File: src/rtl/spi_master.sv
// SPI mode-0 master: one 16-bit MSB-first full-duplex transfer per accepted start; done 33*CLK_DIV clocks after accept.
// No backpressure: start is only sampled while idle and is otherwise dropped; busy marks the transfer window.
module spi_master #(
    parameter int CLK_DIV = 4
) (
    input  logic        clk,
    input  logic        rst,
    input  logic        miso,
    output logic        mosi,
    output logic        sck,
    output logic        ss,
    input  logic        start,
    input  logic [15:0] data_in,
    output logic [15:0] data_out,
    output logic        busy,
    output logic        new_data
);

    localparam int CW = (CLK_DIV > 1) ? $clog2(CLK_DIV) : 1;
    localparam logic [CW-1:0] CNT_MAX = CW'(CLK_DIV - 1);

    typedef enum logic [2:0] {
        IDLE     = 3'd0,
        SETUP    = 3'd1,
        SCK_HIGH = 3'd2,
        SCK_LOW  = 3'd3,
        HOLD     = 3'd4
    } state_t;

    state_t        r_state, w_state_nxt;
    logic [CW-1:0] r_cnt, w_cnt_nxt;
    logic [3:0]    r_bit, w_bit_nxt;
    logic [15:0]   r_tx_sr, w_tx_sr_nxt;
    logic [15:0]   r_rx_sr, w_rx_sr_nxt;
    logic [15:0]   r_data_out, w_data_out_nxt;
    logic          r_sck, w_sck_nxt;
    logic          r_ss, w_ss_nxt;
    logic          r_mosi, w_mosi_nxt;
    logic          r_busy, w_busy_nxt;
    logic          r_new_data, w_new_data_nxt;
    logic          w_phase_end;

    assign w_phase_end = (r_cnt == CNT_MAX);

    always_comb begin
        w_state_nxt    = r_state;
        w_bit_nxt      = r_bit;
        w_tx_sr_nxt    = r_tx_sr;
        w_rx_sr_nxt    = r_rx_sr;
        w_data_out_nxt = r_data_out;
        w_sck_nxt      = r_sck;
        w_ss_nxt       = r_ss;
        w_mosi_nxt     = r_mosi;
        w_busy_nxt     = r_busy;
        w_new_data_nxt = r_new_data;

        case (r_state)
            IDLE: begin
                w_new_data_nxt = 1'b0;
                if (start) begin
                    w_tx_sr_nxt = data_in;
                    w_mosi_nxt  = data_in[15];
                    w_ss_nxt    = 1'b0;
                    w_busy_nxt  = 1'b1;
                    w_bit_nxt   = 4'd0;
                    w_state_nxt = SETUP;
                end
            end
            SETUP, SCK_LOW: begin
                if (w_phase_end) begin
                    w_sck_nxt   = 1'b1;
                    w_rx_sr_nxt = {r_rx_sr[14:0], miso};
                    w_state_nxt = SCK_HIGH;
                end
            end
            SCK_HIGH: begin
                if (w_phase_end) begin
                    w_sck_nxt = 1'b0;
                    if (r_bit == 4'd15) begin
                        w_state_nxt = HOLD;
                    end else begin
                        // tx_sr shifts so the bit to drive next is always at [14]
                        w_bit_nxt   = r_bit + 4'd1;
                        w_tx_sr_nxt = {r_tx_sr[14:0], 1'b0};
                        w_mosi_nxt  = r_tx_sr[14];
                        w_state_nxt = SCK_LOW;
                    end
                end
            end
            HOLD: begin
                if (w_phase_end) begin
                    w_ss_nxt       = 1'b1;
                    w_busy_nxt     = 1'b0;
                    w_mosi_nxt     = 1'b0;
                    w_data_out_nxt = r_rx_sr;
                    w_new_data_nxt = 1'b1;
                    w_state_nxt    = IDLE;
                end
            end
            default: w_state_nxt = IDLE;
        endcase

        // every phase end changes state, so the divider never needs an explicit wrap
        if (w_state_nxt != r_state || r_state == IDLE) begin
            w_cnt_nxt = '0;
        end else begin
            w_cnt_nxt = r_cnt + 1'b1;
        end
    end

    always_ff @(posedge clk) begin
        if (!rst) begin
            r_state    <= IDLE;
            r_cnt      <= '0;
            r_bit      <= 4'd0;
            r_tx_sr    <= 16'h0000;
            r_rx_sr    <= 16'h0000;
            r_data_out <= 16'h0000;
            r_sck      <= 1'b0;
            r_ss       <= 1'b1;
            r_mosi     <= 1'b0;
            r_busy     <= 1'b0;
            r_new_data <= 1'b0;
        end else begin
            r_state    <= w_state_nxt;
            r_cnt      <= w_cnt_nxt;
            r_bit      <= w_bit_nxt;
            r_tx_sr    <= w_tx_sr_nxt;
            r_rx_sr    <= w_rx_sr_nxt;
            r_data_out <= w_data_out_nxt;
            r_sck      <= w_sck_nxt;
            r_ss       <= w_ss_nxt;
            r_mosi     <= w_mosi_nxt;
            r_busy     <= w_busy_nxt;
            r_new_data <= w_new_data_nxt;
        end
    end

    assign mosi     = r_mosi;
    assign sck      = r_sck;
    assign ss       = r_ss;
    assign busy     = r_busy;
    assign new_data = r_new_data;
    assign data_out = r_data_out;

endmodule

File: config.mk
export PLATFORM = sky130hd
export DESIGN_NAME = spi_master
export DESIGN_NICKNAME = d
export VERILOG_FILES = /design/src/rtl/spi_master.sv
export SDC_FILE = /design/constraint.sdc
export NUM_CORES = 1
export LEC_CHECK = 0
export ABC_CLOCK_PERIOD_IN_PS = 1810
export CAP_MARGIN = 10
export CORE_ASPECT_RATIO = 1.2
export CORE_UTILIZATION = 48
export DETAILED_ROUTE_END_ITERATION = 8
export PLACE_DENSITY = 0.75
export SLEW_MARGIN = 40
export SYNTH_ARGS = -nofsm -noshare
export SYNTH_HDL_FRONTEND = slang
export SYNTH_SLANG_ARGS = --single-unit
export TNS_END_PERCENT = 100
File: constraint.sdc
create_clock -name clk -period 1.81 [get_ports clk]
set_clock_uncertainty 0.15 [all_clocks]
set_input_delay 0.362 -clock clk [delete_from_list [all_inputs] [get_ports clk]]
set_output_delay 0.362 -clock clk [all_outputs]
set_load 0.01 [all_outputs]
==> results.sh <==
export IMPL_drc_errors=0
export IMPL_grt_pass1_wl_um=8560
export IMPL_crit_path_start="r_bit[0]$_SDFFE_PN0P_"
export IMPL_drtIter0Drc=114
export IMPL_netlist_instances=289
export IMPL_leakage_nw=1.25
export IMPL_critPathLaunchType="flop"
export IMPL_arrival_ns=1.84
export IMPL_io_buffers=40
export IMPL_synth_most_common_cell="nand2_1"
export IMPL_path_clk_slew_ns=0.06
export IMPL_fin_crit_sh=0.973
export IMPL_grt_max_degree=35
export IMPL_synth_area_per_cell_um2=8.94
export IMPL_row_count=28
export IMPL_peakVddDrop_mv=0.639
export IMPL_fp_dieW_um=69.0
export IMPL_grt_pass1_vias=1997
export IMPL_yosys_top_cells_count="70 x nand2_1, 61 x dfxtp_1, 37 x a21oi_1, 26 x nor2_1, 18 x mux2i_1"
export IMPL_grt_usage=0.206
export IMPL_hold_ws_ns=0.278
export IMPL_multi_input_area_um2=1260
export IMPL_io_pins=41
export IMPL_clock_path_buffers=2
export IMPL_setup_viol=0
export IMPL_hp_class="reg -> reg"
export IMPL_fp_dieArea_um2=5680
export IMPL_finalPower_mw=2.84
export IMPL_vias=2170
export IMPL_dr_pass1_iters=4
export IMPL_postCtsHoldBufs=0
export IMPL_syn_to_final_growth_pct=35.1
export IMPL_dpl_cell_area_um2=3160
export IMPL_dp_cells=393
export IMPL_finalWirelength_um=5440
export IMPL_gp_congestion=0.849
export IMPL_slew_headroom=0.774
export IMPL_numCtsBuffers=9
export IMPL_powerDensity_nw_per_um2=814
export IMPL_cts_tree="built"
export IMPL_synthesis_nets=312
export IMPL_reg2reg_depth=7
export IMPL_criticalPathCategory="reg -> reg"
export IMPL_cp_end_kind="flop"
export IMPL_fin_area_um2=3490
export IMPL_ys_types=39
export IMPL_synth_seq_cells=61
export IMPL_r2r_start="r_bit[0]$_SDFFE_PN0P_"
export IMPL_power_internal_mw=2.18
export IMPL_yosysTopAreaCellShare=0.472
export IMPL_antenna_found_initial=0
export IMPL_required_ns=1.89
export IMPL_worstHoldStart="r_cnt[0]$_SDFF_PP0_"
export IMPL_fin_util=0.692
export IMPL_core_area_um2=5040
export IMPL_cts_sinks=61
export IMPL_nNetsFinal=374
export IMPL_routedWlPerCell_um=13.1
export IMPL_die_h_um=82.4
export IMPL_seq_area_frac_synth=0.472
export IMPL_viasPerCell=5.23
export IMPL_seqCellArea_um2=1220
export IMPL_start_util=0.512
export IMPL_synth_cell_area_um2=2580
export IMPL_fill_cells=401
export IMPL_p_switching_mw=0.662
export IMPL_setup_tns_final_ns=0
export IMPL_final_max_slew_viol_count=0
export IMPL_synth_top_area_cell="dfxtp_1"
export IMPL_layout_setup_ws_ns=0.0489
export IMPL_clkPwrFrac=0.390
export IMPL_whs_path_depth=1
export IMPL_synth_edf_count=0
export IMPL_synth_warnings=0
export IMPL_place_hpwl_um=3500
export IMPL_fin_crit_ns=1.76
export IMPL_overflow=0
export IMPL_p_seq_frac=0.496
export IMPL_fmax_ghz=0.568
export IMPL_combPwrFrac=0.114
export IMPL_status="finished clean"
export IMPL_pre_cts_ws_ns=-0.271
export IMPL_final_hold_viol_count=0
export IMPL_antenna_left=0
export IMPL_final_cell_count_no_fill=415
export IMPL_clockRootBuffer="clkbuf_8"
export IMPL_switching_share=0.233
export IMPL_yosys_most_used_dff="dfxtp_1"
export IMPL_htreeDepth=3
export IMPL_cp_max_fo=2
export IMPL_maxCapViolCount=0
export IMPL_synth_top_cells_by_area="dfxtp_1 47%, nand2_1 10%, a21oi_1 7.2%, mux2i_1 7.0%, a211oi_2 6.8%"
export IMPL_synthArstFlopShare=0
export IMPL_clk_latency_ns=0.34
export IMPL_diodes=0
export IMPL_tightest_slew_ns=0.340
export IMPL_drive_gt1_frac=0.208
==> area by class of cell <==
cell class	instances	share of cell area
Tap cell	60	0.0215
Timing Repair Buffer	71	0.213
Sequential cell	61	0.351
Clock inverter	6	0.0158
Clock buffer	9	0.0355
Multi-Input combinational cell	206	0.361
Inverter	2	0.00215
==> critical path, cell delays in order (launching register included) <==
cell and delay (ns):
dfxtp_2 0.33, ha_4 0.16, and3_4 0.19, buf_4 0.13, buf_4 0.12, nor3_1 0.26
o221ai_1 0.17, o311a_1 0.14
==> state kept, by name (all words and copies together) (netlist names) <==
signal    cells
data_out     16
r_rx_sr      16
r_tx_sr      15
r_bit         4
r_state       3
r_cnt         2
busy          1
mosi          1
new_data      1
sck           1
ss            1
==> placed cells by master, fill, tap and decap left out, types with 2 or more instances in the layout <==
| master | count |
|---|---|
| buf_12 | 4 |
| clkdlybuf4s50_1 | 40 |
| clkinv_2 | 5 |
| nand2_1 | 70 |
| ha_1 | 2 |
| nor3_1 | 3 |
| or3_1 | 2 |
| nor2_1 | 26 |
| mux2i_1 | 18 |
| clkbuf_8 | 9 |
| o21ai_0 | 3 |
| nand2b_1 | 3 |
| dfxtp_2 | 3 |
| a211oi_2 | 14 |
| a21oi_1 | 37 |
| nand3_1 | 4 |
| buf_6 | 2 |
| buf_4 | 22 |
| dfxtp_1 | 58 |
| clkbuf_16 | 2 |
| nand3b_1 | 3 |
==> worst paths after layout <==
path | to | slack [ns]
worst max-delay path | mosi$_SDFFE_PN0P_ | 0.05
worst min-delay path | r_cnt[0]$_SDFF_PP0_ | 0.28
worst max register to register | mosi$_SDFFE_PN0P_ | 0.05
worst min register to register | r_cnt[0]$_SDFF_PP0_ | 0.28
==> per-layer routing <==
| metal | routed length, um | track usage | up-vias |
|---|---|---|---|
| li1 | - | - | 1116 |
| met1 | 2390 | 0.229 | 1003 |
| met2 | 2690 | 0.352 | 42 |
| met3 | 255 | 0.0563 | 9 |
| met4 | 101 | 0.106 | 0 |
| met5 | 0 | 0 | - |
==> kinds of logic after synthesis <==
family          Yosys count  share of synthesized area
mux                      19                     0.0741
fa+ha+maj                 3                     0.0145
simple gates            121                      0.210
buf+inv                  22                     0.0469
xor+xnor                  1                    0.00339
flops                    61                      0.472
compound gates           62                      0.179
==> timing repair <==
action                                  CTS  global route
pin swaps                                 1             8
cloned                                    1             2
setup buffers                             1             3
gates resized for setup                   2             8
endpoints found under the setup margin   16            33
hold endpoints to repair                  0             0
==> power by group through the flow <==
stage / registers [mW] / clock network (mW) / logic (mW)
floorplan: 1.44 / 0 / 0.162
global placement: 1.44 / 0 / 0.262
detailed placement: 1.44 / 0 / 0.268
CTS: 1.41 / 1.13 / 0.291
global route: 1.42 / 1.21 / 0.352
finish: 1.41 / 1.11 / 0.323
No activity file was read; power rests on OpenSTA's default activity.
